<file path="config.mk">
export PLATFORM = sky130hd
export DESIGN_NAME = sc_time_controller
export DESIGN_NICKNAME = d
export VERILOG_FILES = /design/src/rtl/sc_time_pkg.sv /design/src/rtl/sc_tick_prescaler.sv /design/src/rtl/sc_time_controller.sv
export SDC_FILE = /design/constraint.sdc
export NUM_CORES = 1
export LEC_CHECK = 0
export CORE_ASPECT_RATIO = 1.25
export CORE_MARGIN = 2
export CORE_UTILIZATION = 41
export CTS_BUF_LIST = sky130_fd_sc_hd__clkbuf_2
export CTS_CLUSTER_SIZE = 14
export DETAILED_ROUTE_END_ITERATION = 10
export PLACE_DENSITY = 0.74
export SETUP_SLACK_MARGIN = 0.5
export SKIP_CTS_REPAIR_TIMING = 1
export SKIP_LAST_GASP = 1
export SYNTH_ARGS = -nofsm -noshare
export SYNTH_HDL_FRONTEND = slang
export SYNTH_SLANG_ARGS = --single-unit
</file>
<file path="constraint.sdc">
create_clock -name SC_TIME_CONTROLLER_CLOCK_50 -period 2.33 [get_ports SC_TIME_CONTROLLER_CLOCK_50]
set_clock_uncertainty 0.05 [all_clocks]
set_input_delay 0.466 -clock SC_TIME_CONTROLLER_CLOCK_50 [delete_from_list [all_inputs] [get_ports SC_TIME_CONTROLLER_CLOCK_50]]
set_output_delay 0.466 -clock SC_TIME_CONTROLLER_CLOCK_50 [all_outputs]
set_load 0.01 [all_outputs]
</file>
<file path="src/rtl/sc_time_pkg.sv">
// sc_time_pkg: shared state encodings for the time controller and its consumers
//   (display and game-logic blocks decode STATE_OutBUS with these constants).
package sc_time_pkg;
  typedef enum logic [1:0] {
    ST_IDLE  = 2'd0,
    ST_RUN   = 2'd1,
    ST_PAUSE = 2'd2,
    ST_DONE  = 2'd3
  } state_t;
  localparam logic [1:0] STATE_IDLE  = 2'd0;
  localparam logic [1:0] STATE_RUN   = 2'd1;
  localparam logic [1:0] STATE_PAUSE = 2'd2;
  localparam logic [1:0] STATE_DONE  = 2'd3;
  function automatic int presc_width(input int clkfreq);
    return (clkfreq > 1) ? $clog2(clkfreq) : 1;
  endfunction
endpackage

</file>
<file path="src/rtl/sc_tick_prescaler.sv">
// sc_tick_prescaler: divides the clock down to a one-cycle tick every CLKFREQ enabled cycles
//   i_clk     : system clock, rising edge
//   i_rst_n   : asynchronous active-low reset
//   i_enable  : count only while high; also gates o_tick
//   i_clear   : synchronous return of the count to 0 (wins over i_enable)
//   o_tick    : high during the terminal-count cycle while enabled
module sc_tick_prescaler
  import sc_time_pkg::*;
#(
  parameter int CLKFREQ = 50000000
) (
  input  logic i_clk,
  input  logic i_rst_n,
  input  logic i_enable,
  input  logic i_clear,
  output logic o_tick
);
  localparam int W = presc_width(CLKFREQ);
  localparam logic [W-1:0] TERM = W'(CLKFREQ - 1);
  logic [W-1:0] r_cnt;
  // a held terminal count stays silent until counting resumes
  assign o_tick = i_enable && (r_cnt == TERM);
  always_ff @(posedge i_clk or negedge i_rst_n) begin
    if (!i_rst_n) r_cnt <= '0;
    else if (i_clear) r_cnt <= '0;
    else if (i_enable) r_cnt <= o_tick ? '0 : r_cnt + 1'b1;
  end
endmodule

</file>
<file path="src/rtl/sc_time_controller.sv">
// sc_time_controller: start/pause/clear seconds counter with limit-driven timeout
//   SC_TIME_CONTROLLER_CLOCK_50        : clock, rising edge
//   SC_TIME_CONTROLLER_RESET_InLow     : asynchronous active-low reset
//   SC_TIME_CONTROLLER_START_InHigh    : start/resume request
//   SC_TIME_CONTROLLER_PAUSE_InHigh    : pause request
//   SC_TIME_CONTROLLER_CLEAR_InHigh    : synchronous return to IDLE
//   SC_TIME_CONTROLLER_LIMIT_InBUS     : limit in seconds, read live
//   SC_TIME_CONTROLLER_data_OutBUS     : elapsed seconds
//   SC_TIME_CONTROLLER_TICK_OutHigh    : one-cycle pulse per elapsed second
//   SC_TIME_CONTROLLER_RUNNING_OutHigh : high in RUN
//   SC_TIME_CONTROLLER_TIMEOUT_OutHigh : high in DONE
//   SC_TIME_CONTROLLER_STATE_OutBUS    : IDLE=0 RUN=1 PAUSE=2 DONE=3
module sc_time_controller
  import sc_time_pkg::*;
#(
  parameter int TIMECTRL_DATAWIDTH = 8,
  parameter int TIMECTRL_CLKFREQ   = 50000000
) (
  input  logic                          SC_TIME_CONTROLLER_CLOCK_50,
  input  logic                          SC_TIME_CONTROLLER_RESET_InLow,
  input  logic                          SC_TIME_CONTROLLER_START_InHigh,
  input  logic                          SC_TIME_CONTROLLER_PAUSE_InHigh,
  input  logic                          SC_TIME_CONTROLLER_CLEAR_InHigh,
  input  logic [TIMECTRL_DATAWIDTH-1:0] SC_TIME_CONTROLLER_LIMIT_InBUS,
  output logic [TIMECTRL_DATAWIDTH-1:0] SC_TIME_CONTROLLER_data_OutBUS,
  output logic                          SC_TIME_CONTROLLER_TICK_OutHigh,
  output logic                          SC_TIME_CONTROLLER_RUNNING_OutHigh,
  output logic                          SC_TIME_CONTROLLER_TIMEOUT_OutHigh,
  output logic [1:0]                    SC_TIME_CONTROLLER_STATE_OutBUS
);
  state_t r_state, w_next;
  logic [TIMECTRL_DATAWIDTH-1:0] r_sec;
  logic w_tick, w_at_limit, w_start, w_pause, w_clear;
  assign w_start    = SC_TIME_CONTROLLER_START_InHigh;
  assign w_pause    = SC_TIME_CONTROLLER_PAUSE_InHigh;
  assign w_clear    = SC_TIME_CONTROLLER_CLEAR_InHigh;
  assign w_at_limit = r_sec >= SC_TIME_CONTROLLER_LIMIT_InBUS;
  sc_tick_prescaler #(.CLKFREQ(TIMECTRL_CLKFREQ)) u_presc (
    .i_clk    (SC_TIME_CONTROLLER_CLOCK_50),
    .i_rst_n  (SC_TIME_CONTROLLER_RESET_InLow),
    .i_enable (r_state == ST_RUN),
    .i_clear  (w_clear),
    .o_tick   (w_tick)
  );
  always_comb begin
    w_next = r_state;
    case (r_state)
      ST_IDLE:  w_next = w_start ? ((SC_TIME_CONTROLLER_LIMIT_InBUS == '0) ? ST_DONE : ST_RUN) : ST_IDLE;
      ST_RUN:   w_next = w_pause ? ST_PAUSE : (w_at_limit ? ST_DONE : ST_RUN);
      ST_PAUSE: w_next = (w_start && !w_pause) ? ST_RUN : ST_PAUSE;
      default:  w_next = ST_DONE;
    endcase
    if (w_clear) w_next = ST_IDLE;
  end
  always_ff @(posedge SC_TIME_CONTROLLER_CLOCK_50 or negedge SC_TIME_CONTROLLER_RESET_InLow) begin
    if (!SC_TIME_CONTROLLER_RESET_InLow) r_state <= ST_IDLE;
    else r_state <= w_next;
  end
  // a tick landing on the limit-reached cycle must not push the count past it
  always_ff @(posedge SC_TIME_CONTROLLER_CLOCK_50 or negedge SC_TIME_CONTROLLER_RESET_InLow) begin
    if (!SC_TIME_CONTROLLER_RESET_InLow) r_sec <= '0;
    else if (w_clear) r_sec <= '0;
    else if (w_tick && !w_at_limit && (r_sec != '1)) r_sec <= r_sec + 1'b1;
  end
  assign SC_TIME_CONTROLLER_data_OutBUS     = r_sec;
  assign SC_TIME_CONTROLLER_TICK_OutHigh    = w_tick;
  assign SC_TIME_CONTROLLER_RUNNING_OutHigh = r_state == ST_RUN;
  assign SC_TIME_CONTROLLER_TIMEOUT_OutHigh = r_state == ST_DONE;
  assign SC_TIME_CONTROLLER_STATE_OutBUS    = r_state;
endmodule
</file>
Yosys cells after proc, flatten, opt, wreduce, memory -nomap -nowiden

Cells that the tools add are included.

Register bits after elaboration: 36
Input bits: 13
Output and inout bits: 13
Word-level logic and storage cells: 33

$add $sub $neg: 2
$lt $le $gt $ge: 1
Eq/ne operators: 5
Multiplexer cells: 12
Reductions and logical operators: 10

Operators with widths:

| cell                  | number |
|---|---|
| $mux 26               | 3 |
| $add 26x1->26 const B | 1 |
| $eq 26x26->1 const B  | 1 |
| $mux 8                | 2 |
| $mux 2                | 6 |
| $add 8x1->8 const B   | 1 |
| $ge 8x8->1            | 1 |
| $logic_not 8->1       | 1 |
| $ne 8x8->1 const B    | 1 |
| $pmux 2 s3            | 1 |
| $eq 2x2->1 const B    | 2 |
| $logic_and 1x1->1     | 4 |
| $reduce_bool 2->1     | 2 |
| $eq 2x1->1 const B    | 1 |
| $logic_not 1->1       | 2 |
| $logic_not 2->1       | 1 |

Longest topological paths before layout

Gate-level depths: netlist of run 1.

Depth after elaboration: 6
Gate-level depth with buffers: 8
Mapped depth without buffers: 7

Cells and area by module

Synthesis of run 1 repeated with hierarchy kept, for this count alone.

Cells, all modules: 251
Area, all modules: 2,309.7 um2

By module, submodules not included:

| module             | instances | cells an instance | area each (um2) | sequential area each (um2) |
|---|---|---|---|---|
| sc_tick_prescaler  | 1         | 157               | 1,492.7         | 650.6 |
| sc_time_controller | 1         | 94                | 817.0           | 250.2 |

Worst setup path before layout of run 1

Ideal clock, no wire load.

Path type: input port to flip-flop
From: input SC_TIME_CONTROLLER_LIMIT_InBUS[6]
To: register r_sec[0], in the netlist SC_TIME_CONTROLLER_data_OutBUS[0]
Library setup time: 0.078 ns
Arrival time: 2.210 ns
Data required time: 2.202 ns
Setup slack: -0.008 ns
Stages on the path: 8
Buffers on the path: 1
Cell sequence: inv_1 > ha_1 > and3_1 > a221oi_1 > o21ai_0 > clkbuf_1 > or3_2 > a21oi_1

Cells in the longest elaborated chain, start to end: 5

RTL lines:

| element                         | line                     | RTL |
|---|---|---|
| start, declared                 | sc_time_controller.sv:24 | `input logic [TIMECTRL_DATAWIDTH-1:0] SC_TIME_CONTROLLER_LIMIT_InBUS,` |
| $ge 8x8->1                      | sc_time_controller.sv:37 | `assign w_at_limit = r_sec >= SC_TIME_CONTROLLER_LIMIT_InBUS;` |
| $logic_not 1->1                 | sc_time_controller.sv:63 | `else if (w_tick && !w_at_limit && (r_sec != '1)) r_sec <= r_sec + 1'b1;` |
| $logic_and 1x1->1 (2 in series) | sc_time_controller.sv:63 |  |
| $reduce_bool 2->1 (no line)     | --                       |  |
| end signal, assigned            | sc_time_controller.sv:63 |  |
| end, declared                   | sc_time_controller.sv:32 | `logic [TIMECTRL_DATAWIDTH-1:0] r_sec;` |

Every way passes these cells.
A chain may end at the register's enable or synchronous reset.

Final worst setup path of run 1

From: register u_presc.r_cnt[16]
To: output SC_TIME_CONTROLLER_TICK_OutHigh

Cells in the longest elaborated chain, start to end: 2

RTL lines:

| element                | line                     | RTL |
|---|---|---|
| start, declared        | sc_tick_prescaler.sv:20  | `logic [W-1:0] r_cnt;` |
| start signal, assigned | sc_tick_prescaler.sv:26  | `else if (i_enable) r_cnt <= o_tick ? '0 : r_cnt + 1'b1;` |
| $eq 26x26->1           | sc_tick_prescaler.sv:22  | `assign o_tick = i_enable && (r_cnt == TERM);` |
| $logic_and 1x1->1      | sc_tick_prescaler.sv:22  |  |
| end, declared          | sc_time_controller.sv:26 | `output logic SC_TIME_CONTROLLER_TICK_OutHigh,` |

Every way passes these cells.

==> results.json, run 1 <==
{
  "placed_cell_area_sq_um": 3020,
  "async_flop_share": 1.00,
  "num_antenna_cells": 0,
  "grt_usage": 0.215,
  "path_clk_slew_ns": 0.20,
  "maxSlewViolCount": 0,
  "stdcell_count": 406,
  "ioPinCount": 26,
  "overflow": 0,
  "yosysSeqAreaShare": 0.402,
  "worst_slew_pin_slew_ns": 0.818,
  "dieWidth_um": 70.2,
  "hpwl_um": 4500,
  "drc": 0,
  "fin_ws_ns": -0.284,
  "grt_max_degree": 37,
  "cts_buffers": 5,
  "layout_min_cycle_time_ns": 2.61,
  "die_h_um": 86.7,
  "synth_area_sq_um": 2240,
  "place_congestion": 0.877,
  "cp_cell_sequence": "nor4b_2 -> nand4b_1 -> or4_4 -> nor2_2 -> buf_2",
  "cts-root-buf": "clkbuf_2",
  "cp-start-kind": "flip-flop",
  "synthXorXnorAreaFrac": 0.0664,
  "status": "complete, but fails checks",
  "tns_ns": -0.379,
  "finalPower_w": 0.00108,
  "synth-edff-count": 0,
  "ant_nets": 0,
  "area_growth_pct": 56.1,
  "antenna_found_initial": 0,
  "fin_area_sq_um": 3500,
  "rsz0062_at_grt": "true",
  "yosysWarnings": 0,
  "clock_latency_ns": 0.40,
  "num_rows": 30,
  "via_per_inst": 5.70,
  "synth_compound_area_frac": 0.119,
  "cts_max_level": 2,
  "slew-limit-headroom": 0.454,
  "fill_cells": 412,
  "start_util": 0.418,
  "dp_cells": 380,
  "cp_slowest_stage_delay_ns": 0.54,
  "core_sq_um": 5370,
  "cp.arrival_ns": 2.10,
  "synth_top_family_by_area": "simple AND/OR/NAND/NOR gates",
  "power_density_nw_per_um2": 309,
  "synth_cell_types": 45,
  "dieArea_sq_um": 6080,
  "end_kind": "output port",
  "grt_pass1_wl_um": 10400,
  "final-hold-violation-count": 0,
  "cts.sinks": 36,
  "yosys.area_share.simple": 0.295,
  "clockBufferDepth": 2,
  "final_min_period_over_clock_period": 1.12,
  "cap_violations": 0,
  "wl_um": 7000,
  "netlist_instances": 256,
  "via_count": 2314,
  "cp_slowest_cell": "or4_4",
  "port_buffers": 25,
  "drtIter0Drc": 92,
  "max_freq_mhz": 382,
  "syn_avg_cell_area_sq_um": 8.76,
  "synthFlopType": "dfrtp_1",
  "violations": "negative setup slack",
  "synth-seq-cells": 36,
  "hp-class": "in -> async",
  "drive_gt1_frac": 0.401,
  "synthMuxAreaShare": 0.0201,
  "nNetsFinal": 364,
  "worstPathRequired_ns": 1.81,
  "crit_fanout": 2,
  "postLayoutCoreUtil": 0.652,
  "p_leak_nw": 1.64,
  "syn-num-nets": 279,
  "grt_pass1_vias": 2243,
  "worstSetupPathType": "reg -> out",
  "synth_fa_ha_area_frac": 0.0558,
  "wire_per_inst_um": 17.2,
  "finalSetupViolations": 3,
  "drtPass1Iterations": 4,
  "cts_tree": "yes",
  "ir_worst_vdd_v": 0.000324
}
## layout make-up
| type | instances | area, sq um | share of cell area |
|---|---|---|---|
| Inverter | 15 | 58.8 | 0.0168 |
| Clock buffer | 6 | 30.0 | 0.00857 |
| Multi-Input combinational cell | 196 | 1630 | 0.464 |
| Sequential cell | 36 | 911 | 0.260 |
| Tap cell | 64 | 80.1 | 0.0229 |
| Clock inverter | 2 | 7.51 | 0.00214 |
| Timing Repair Buffer | 87 | 788 | 0.225 |
## worst paths after layout
| check | start | end | slack (ns) | cells past startpoint |
|---|---|---|---|---|
| worst max-delay path | u_presc.r_cnt[16] | SC_TIME_CONTROLLER_TICK_OutHigh | -0.28 | 5 |
| worst min-delay path | SC_TIME_CONTROLLER_RESET_InLow | u_presc.r_cnt[25] | 0.08 | 1 |
| worst max register to register | u_presc.r_cnt[0] | SC_TIME_CONTROLLER_data_OutBUS[4] | -0.06 | 8 |
| worst min register to register | u_presc.r_cnt[22] | u_presc.r_cnt[22] | 0.53 | 2 |
| max in group asynchronous | SC_TIME_CONTROLLER_RESET_InLow | SC_TIME_CONTROLLER_data_OutBUS[3] | 1.57 | 1 |
| min in group SC_TIME_CONTROLLER_CLOCK_50 | u_presc.r_cnt[22] | u_presc.r_cnt[22] | 0.53 | 2 |
## where the power goes
part           switching, W  total, W  internal [W]
clock network      0.000210  0.000282     0.0000722
registers        0.00000712  0.000638      0.000631
logic             0.0000871  0.000164     0.0000766
## cell families after synthesis
group                    Yosys count
AND/OR/NAND/NOR                  122
AO/OA/AOI/OAI                     43
flip-flops                        36
buffers and inverters             24
XOR/XNOR                          17
adder cells (fa/ha/maj)           10
multiplexers                       4
## layout by cell type, fill, tap and decap left out, types with 6 or more instances in the layout
| cell type | count |
|---|---|
| nor2_1 | 28 |
| clkdlybuf4s50_1 | 6 |
| nand3_1 | 13 |
| nand4_1 | 10 |
| clkbuf_2 | 8 |
| xnor2_1 | 10 |
| dfrtp_1 | 28 |
| ha_4 | 7 |
| a21oi_1 | 10 |
| xor2_1 | 7 |
| buf_6 | 6 |
| or4_4 | 7 |
| buf_4 | 53 |
| dfrtp_2 | 8 |
| inv_1 | 9 |
| dlymetal6s2s_1 | 15 |
| nand2_1 | 19 |
## flip-flops by register name, summed over array words and instances (netlist names)
name                             count
SC_TIME_CONTROLLER_data_OutBUS       8
SC_TIME_CONTROLLER_STATE_OutBUS      2
u_presc.r_cnt                       26
## routing by layer
| metal | vias up | GRT usage | part of all wire | wire length (um) |
|---|---|---|---|---|
| li1 | 1109 | - | - | - |
| met1 | 1119 | 0.252 | 0.38 | 2670 |
| met2 | 64 | 0.397 | 0.55 | 3840 |
| met3 | 22 | 0.0349 | 0.038 | 263 |
| met4 | 0 | 0.0769 | 0.032 | 223 |
| met5 | - | 0 | 0 | 0 |
## cell usage after synthesis, types with 2 or more instances
cell	count	area share
or4_1	12	0.040
nand4_1	10	0.028
a211oi_1	2	0.0067
a21o_1	2	0.0067
nand2_1	19	0.032
o21ai_0	12	0.027
nor3_1	8	0.018
nor2b_1	3	0.0084
nand3_1	14	0.031
dfrtp_1	36	0.40
inv_1	15	0.025
xnor2_1	10	0.039
ha_1	10	0.056
and3_1	4	0.011
mux2_2	4	0.020
nor4_1	5	0.014
buf_2	3	0.0067
nor4b_1	2	0.0078
o211ai_1	2	0.0067
clkbuf_1	5	0.0084
or2_2	2	0.0056
xor2_1	7	0.027
and4_1	2	0.0078
nor2_1	30	0.050
nand4b_1	2	0.0078
a21oi_1	13	0.029
o31ai_1	2	0.0067
o41ai_1	2	0.0078
nand2b_1	2	0.0056
## through the flow
stage / hold slack (ns) / setup WS (ns)
finish: 0.0760 / -0.284
global route: 0.115 / -0.366
CTS: 0.0811 / -0.854
detailed placement: 0.528 / -0.398
global placement: 0.503 / -0.397
floorplan: 0.120 / 0.195
## critical path: cells and delay by family, from the launching register on
kind,cells,cell delay [ns]
buffers and inverters,1,0.13
and+or+nand+nor,4,1.16
DFF,1,0.43
Power figures use the tool's default switching activity.
==> inputs of run 2 (changes only) <==
- CTS_CLUSTER_DIAMETER: not set -> 150
==> results of run 2 <==
The final DEF is identical to that of run 1; final timing and power are the same.
==> inputs of run 3 (changes only) <==
- CORE_ASPECT_RATIO: 1.25 -> not set
- SKIP_LAST_GASP: 1 -> not set
==> run 3 against run 2 <==
Compared with the run above: sequential share of layout area grew 0.16 points; non-clock buffer count down 2; critical path type unchanged; sequential power hardly changed; the run still ends with negative setup slack left; wire length is 3.6% lower; clock-buffer cell count stayed put; setup slack improved by 0.013 ns; combinational power rose by 4%.
==> results.json, run 3 (same netlist as run 1, synthesis figures left out) <==
{
  "slew-limit-headroom": 0.676,
  "num_rows": 26,
  "port_buffers": 25,
  "place_congestion": 0.867,
  "nNetsFinal": 362,
  "end_kind": "output port",
  "grt_max_degree": 37,
  "clock_latency_ns": 0.41,
  "drc": 0,
  "worstSetupPathType": "reg -> out",
  "crit_buf_inv": 1,
  "power_density_nw_per_um2": 319,
  "most-common-layout-cells": "buf_4 (49), nor2_1 (28), dfrtp_1 (26), nand2_1 (18), dlymetal6s2s_1 (15)",
  "dieArea_sq_um": 6080,
  "drive_gt1_frac": 0.400,
  "rsz0062_at_grt": "true",
  "p_leak_nw": 1.61,
  "max_freq_mhz": 384,
  "cts_buffers": 5,
  "worstPathRequired_ns": 1.81,
  "layout_min_cycle_time_ns": 2.60,
  "violations": "negative setup slack",
  "largest_reg_flops": 26,
  "ant_nets": 0,
  "r2r_start": "u_presc.r_cnt[1]",
  "final_min_period_over_clock_period": 1.12,
  "maxSlewViolCount": 0,
  "clockBufferDepth": 2,
  "status": "complete, but fails checks",
  "cp-start-kind": "flip-flop",
  "grt_pass1_wl_um": 10100,
  "worst_hold_slack_ns": 0.403,
  "fill_cells": 411,
  "path_clk_slew_ns": 0.20,
  "worst_slew_pin_slew_ns": 0.487,
  "cp-endpoint": "SC_TIME_CONTROLLER_TICK_OutHigh",
  "cp_slowest_cell": "or4_4",
  "cts_tree": "yes",
  "dp_cells": 386,
  "grt_pass1_vias": 2211,
  "cap_violations": 0,
  "num_antenna_cells": 0,
  "cts-root-buf": "clkbuf_2",
  "ir_worst_vdd_v": 0.000229,
  "core_sq_um": 5200,
  "cp_slowest_stage_delay_ns": 0.54,
  "wl_um": 6750,
  "overflow": 0,
  "cp_cell_sequence": "nor4b_4 -> nand4b_1 -> or4_4 -> nor2_2 -> buf_2",
  "largest_register": "u_presc.r_cnt",
  "hpwl_um": 4440,
  "ioPinCount": 26,
  "die_h_um": 78.0,
  "crit_cells": 5,
  "finalSetupViolations": 6,
  "cp.arrival_ns": 2.09,
  "path_delay_family": "simple AND/OR/NAND/NOR gates",
  "startpoint": "u_presc.r_cnt[24]",
  "via_per_inst": 5.64,
  "stdcell_count": 410,
  "cts.sinks": 36,
  "via_count": 2311,
  "wire_per_inst_um": 16.5,
  "crit_fanout": 2,
  "grt_usage": 0.210,
  "regToRegSetupSlack_ns": -0.15,
  "dieWidth_um": 78.0,
  "area_growth_pct": 55.5,
  "fin_ws_ns": -0.272,
  "start_util": 0.431,
  "r2r_end": "SC_TIME_CONTROLLER_data_OutBUS[4]",
  "cts_max_level": 2,
  "antenna_found_initial": 0,
  "layout_commonest_cell": "buf_4",
  "hp-class": "in -> async",
  "final-hold-violation-count": 0,
  "drtIter0Drc": 121,
  "r2r_cells": 8,
  "drtPass1Iterations": 4
}
## run 3: changes by cell type in the layout (fill, tap and decap cells not counted), moves of 3 or more
| cell | delta |
|---|---|
| a21oi_1 | -4 |
| a21oi_2 | +4 |
| buf_4 | -4 |
| buf_6 | +3 |
| or4_1 | +3 |
| or4_4 | -3 |
## run 3: where the power goes
group | leakage (nW) | total [W] | internal, W | switching [W]
sequential | 0.484 | 0.000637 | 0.000631 | 0.00000618
combinational | 1.10 | 0.000171 | 0.0000803 | 0.0000909
clock | 0.0266 | 0.000305 | 0.0000749 | 0.000230
total | 1.61 | 0.00111 | 0.000786 | 0.000328
## run 3: through the flow
| step | power, W | utilization | setup TNS [ns] | setup slack [ns] | instance area, sq um |
|---|---|---|---|---|---|
| global route | 0.00115 | 0.670 | -1.46 | -0.384 | 3490 |
| finish | 0.00111 | 0.670 | -0.839 | -0.272 | 3490 |
| detailed placement | 0.000792 | 0.582 | -3.03 | -0.402 | 3030 |
| CTS | 0.00109 | 0.590 | -1.14 | -0.804 | 3070 |
| global placement | 0.000787 | 0.582 | -2.45 | -0.343 | 3030 |
| floorplan | 0.000711 | - | 0 | 0.195 | 2430 |
## run 3: worst min path at each step
stage / from / to / slack (ns)
2_1_floorplan: SC_TIME_CONTROLLER_RESET_InLow / SC_TIME_CONTROLLER_STATE_OutBUS[0] / 0.12
3_3_place_gp: u_presc.r_cnt[23] / u_presc.r_cnt[23] / 0.51
3_5_place_dp: u_presc.r_cnt[23] / u_presc.r_cnt[23] / 0.51
4_1_cts: SC_TIME_CONTROLLER_RESET_InLow / u_presc.r_cnt[13] / 0.42
5_1_grt: SC_TIME_CONTROLLER_RESET_InLow / u_presc.r_cnt[7] / 0.41
6_report: SC_TIME_CONTROLLER_RESET_InLow / SC_TIME_CONTROLLER_data_OutBUS[7] / 0.40
## run 3: cell type report
class	instances	area (sq um)	area share
multi-input cells	196	1610	0.461
well taps	70	87.6	0.0251
repair buffers	85	777	0.223
inverters	15	61.3	0.0176
clock buffers	6	30.0	0.00861
clock inverters	2	11.3	0.00323
flip-flops and latches	36	913	0.262
## run 3: routing by layer
metal  GRT usage  routed length [um]  vias up  share of wire
met2       0.365                3620       65           0.54
met3      0.0477                 238       10          0.035
met5           0                   0        -              0
met4      0.0544                  82        0          0.012
li1            -                   -     1100              -
met1       0.262                2800     1136           0.42
